<file path="src/rtl/division_arbiter.sv">
// division_arbiter: round-robin front end for one restoring shift-subtract divider
// shared by two requesters; results return on a shared registered bus with a Done pulse.
module division_arbiter #(
   parameter int WIDTH = 4
) (
   input  logic             clk,
   input  logic             reset,
   input  logic             Req0,
   input  logic             Req1,
   input  logic [WIDTH-1:0] Dividend0,
   input  logic [WIDTH-1:0] Divisor0,
   input  logic [WIDTH-1:0] Dividend1,
   input  logic [WIDTH-1:0] Divisor1,
   output logic             Ack0,
   output logic             Ack1,
   output logic             Done0,
   output logic             Done1,
   output logic [WIDTH-1:0] Quotient,
   output logic [WIDTH-1:0] Remainder,
   output logic             DivZero,
   output logic             Busy
);
   localparam int CW = $clog2(WIDTH);
   typedef enum logic [1:0] {IDLE, CALC, ZERO} state_t;
   state_t state;
   logic [CW-1:0] cnt;
   logic last_grant, grant, pick1, qbit;
   logic [WIDTH-1:0] dvd, dvs, rem, next_rem, sel_dvd, sel_dvs;
   logic [WIDTH:0] shifted, diff;
   always_comb begin
      pick1 = Req1 & (~Req0 | ~last_grant);
      sel_dvd = pick1 ? Dividend1 : Dividend0;
      sel_dvs = pick1 ? Divisor1 : Divisor0;
      shifted = {rem, dvd[WIDTH-1]};
      diff = shifted - {1'b0, dvs};
      qbit = ~diff[WIDTH];
      next_rem = qbit ? diff[WIDTH-1:0] : shifted[WIDTH-1:0];
   end
   assign Busy = state != IDLE;
   // dvd doubles as the quotient shift register: dividend bits leave at the top
   // while quotient bits enter at the bottom
   always_ff @(posedge clk or posedge reset) begin
      if (reset) begin
         state <= IDLE;
         cnt <= '0;
         last_grant <= 1'b1;
         grant <= 1'b0;
         dvd <= '0;
         dvs <= '0;
         rem <= '0;
         Ack0 <= 1'b0;
         Ack1 <= 1'b0;
         Done0 <= 1'b0;
         Done1 <= 1'b0;
         DivZero <= 1'b0;
         Quotient <= '0;
         Remainder <= '0;
      end else begin
         Ack0 <= 1'b0;
         Ack1 <= 1'b0;
         Done0 <= 1'b0;
         Done1 <= 1'b0;
         DivZero <= 1'b0;
         case (state)
            IDLE: if (Req0 | Req1) begin
               grant <= pick1;
               last_grant <= pick1;
               Ack0 <= ~pick1;
               Ack1 <= pick1;
               dvd <= sel_dvd;
               dvs <= sel_dvs;
               rem <= '0;
               cnt <= '0;
               state <= sel_dvs == '0 ? ZERO : CALC;
            end
            CALC: begin
               rem <= next_rem;
               dvd <= {dvd[WIDTH-2:0], qbit};
               cnt <= cnt + 1'b1;
               if (cnt == CW'(WIDTH - 1)) begin
                  Quotient <= {dvd[WIDTH-2:0], qbit};
                  Remainder <= next_rem;
                  Done0 <= ~grant;
                  Done1 <= grant;
                  state <= IDLE;
               end
            end
            ZERO: begin
               Quotient <= '1;
               Remainder <= dvd;
               DivZero <= 1'b1;
               Done0 <= ~grant;
               Done1 <= grant;
               state <= IDLE;
            end
            default: state <= IDLE;
         endcase
      end
   end
endmodule
</file>
<file path="config.mk">
export PLATFORM = sky130hd
export DESIGN_NAME = division_arbiter
export DESIGN_NICKNAME = d
export VERILOG_FILES = /design/src/rtl/division_arbiter.sv
export SDC_FILE = /design/constraint.sdc
export NUM_CORES = 1
export LEC_CHECK = 0
export CAP_MARGIN = 30
export CORE_ASPECT_RATIO = 0.6
export CORE_MARGIN = 3
export CORE_UTILIZATION = 55
export CTS_CLUSTER_SIZE = 25
export DETAILED_ROUTE_END_ITERATION = 12
export PLACE_DENSITY_LB_ADDON = 0.12
export SETUP_SLACK_MARGIN = 0.5
export SYNTH_ARGS = -nofsm -noshare
export SYNTH_HDL_FRONTEND = slang
export SYNTH_SLANG_ARGS = --single-unit
</file>
<file path="constraint.sdc">
create_clock -name clk -period 6 [get_ports clk]
set_clock_uncertainty 0.2 [all_clocks]
set_input_delay 1.2 -clock clk [delete_from_list [all_inputs] [get_ports clk]]
set_output_delay 1.2 -clock clk [all_outputs]
set_load 0.005 [all_outputs]
</file>
==> metrics.csv <==
metric,value,unit
hold-fix buffers at CTS,0,
GPL Wtd Cong,0.815,
startpoint type of the worst setup path,primary input,
Crit path max-delay family,buffers and inverters,
fraction of registers with async set/reset,100,%
Worst Path Required,5.97,ns
final hold violations,0,
WHS,0.278,ns
CP Capture Type,flip-flop,
Cells after Synth,172,
TritonCTS clock tree,built,
max_cap viols,0,
initial antenna violation count,0,
Crit path largest cell delay,0.60,ns
Synth cell types,34,
Pre-antenna DRT Iters,4,
vias in the first global route,1403,
Longest Clk Path Bufs,2,
critical path arrival,3.16,ns
CP max stage cell,a21boi_1,
Power Density,536,nW/um2
WL final,4200,um
Final period util,53.1,%
Tmin final,3.19,ns
critical path class,primary input to flip-flop,
clk root buf,clkbuf_8,
post-CTS setup buffers,0,
status,"finished, final reports clean",
Synth-to-Final Area Change,28.5,%
crit path max fanout,6,
fmax,314,MHz
Mapped Nets,201,
Die X,77.5,um
final number of max-transition violations,0,
Post-synth EDFFs,0,
htree depth,2,
post-synthesis area per instance,9.82,um2
DRC,0,
WP buf/inv,2,
gr ovfl total,0,
latest clock arrival within the worst-skew pair,0.29,ns
Seq cells post-synth,31,
Setup Total Neg Slack,0,ns
"Critical Path, Cell by Cell",clkdlybuf4s50_1 -> a21boi_1 -> buf_4 -> mux2i_1 -> o21ai_0 -> mux2_2,
DP HPWL,3120,um
I/O pins,34,
most frequent cells in the layout,"clkdlybuf4s50_1, dfrtp_1, nand2_1, o21ai_0, mux2i_1",
initial drt markers,142,
"Seq/Total Area, Yosys",46.0,%
diode count,0,
WL/cell,17.0,um
Starting Density,62.2,%
worst slew pin tran,0.761,ns
Most used DFF post-synth,dfrtp_1,
Vias,1420,
RSZ-0062 raised after global routing,no,
Die H,48.9,um
number of routed nets with antenna violations,0,
path category of the worst min-delay check,flip-flop to flip-flop,
# clock sinks,31,
num rows,14,
vias per std cell,5.75,
relative slew slack,49.3,%
Final nets,235,
"Reg clk slew, reported paths",0.07,ns
Pleak,0.967,nW
layout cells sized above 1,9.18,%
CTS Buf Count,5,
IO buf count,33,
first-pass GRT wire length,6770,um
"commonest non-fill, non-tap cell in the layout",clkdlybuf4s50_1,
GRT Total Usage,23.4,%
cts repair resizes,0,
CORE AREA,2720,um2
final setup fails,0,
Syn. warnings,0,
Worst IR Drop VDD,0.000391,V
largest net degree at the start of global routing,24,
Mapped Area,1690,um2
Die Area,3790,um2
-- flip-flops by register name, indices dropped and copies added, names as in the netlist, 2 cells and up --
name / flops
Quotient: 4
Remainder: 4
dvd: 4
dvs: 4
rem: 4
cnt: 2
state: 2
-- metrics by stage --
stage	cell area, um2	utilization (%)	total power [mW]	cells	worst slack, ns
finish	2170	80.0	1.16	247	2.81
global route	2170	80.0	1.25	247	2.66
CTS	2170	79.8	1.16	246	2.82
detailed placement	2060	75.9	0.968	238	2.51
global placement	2030	74.7	0.914	236	2.32
floorplan	1690	-	0.772	172	3.41
-- cells in the mapped netlist, types with 2 or more instances --
cell type	n	area share [%]
nor2_1	11	2.4
nor4_1	2	0.74
buf_4	2	0.89
mux2_2	3	2.0
o21ai_0	20	5.9
clkbuf_1	6	1.3
dfrtp_1	30	44
nor3_1	2	0.59
nor3b_1	5	2.2
inv_1	11	2.4
a32o_1	5	3.0
ha_1	8	5.9
a21o_1	2	0.89
nand2b_1	2	0.74
nand2_1	23	5.1
mux2i_1	12	7.1
a21oi_1	11	3.3
-- path summary, 6_finish.rpt --
path	start	to	slack (ns)	cells past startpoint
worst max register to register	dvd[3]$_DFFE_PP0P_	rem[2]$_DFFE_PP0P_	3.15	8
min in group asynchronous	reset	dvs[1]$_DFFE_PP0P_	1.02	2
worst min-delay path	grant$_DFFE_PP0P_	Done0$_DFF_PP0_	0.28	1
max in group asynchronous	reset	last_grant$_DFFE_PP1P_	4.04	3
worst min register to register	grant$_DFFE_PP0P_	Done0$_DFF_PP0_	0.28	1
worst max-delay path	Req1	dvd[3]$_DFFE_PP0P_	2.81	6
-- cell type report --
type,instances,area [um2]
Inverter,11,41.3
Sequential cell,31,777
Tap cell,40,50.0
Timing Repair Buffer,36,370
Clock buffer,7,96.3
Fill cell,187,544
Multi-Input combinational cell,121,828
Clock inverter,1,7.51
-- report_power, final --
group          internal, mW  switching (mW)
registers             0.294          0.0683
logic                 0.282           0.336
clock network         0.104          0.0803
total                 0.680           0.484
-- cell families after synthesis --
logic type	after synthesis	synth area share, %
DFF	31	46.0
muxes	15	9.11
buffers and inverters	20	4.96
adders and majority gates	9	7.11
AOI/OAI and AO/OA	43	15.8
and+or+nand+nor	51	14.4
xor gates and xnor gates	3	2.67
-- layer usage --
metal	GRT usage [%]	wire, um
met4	7.10	48
met5	0	0
met3	8.30	429
met2	38.3	2070
met1	29.2	1660
(Power assumes the default switching activity.)
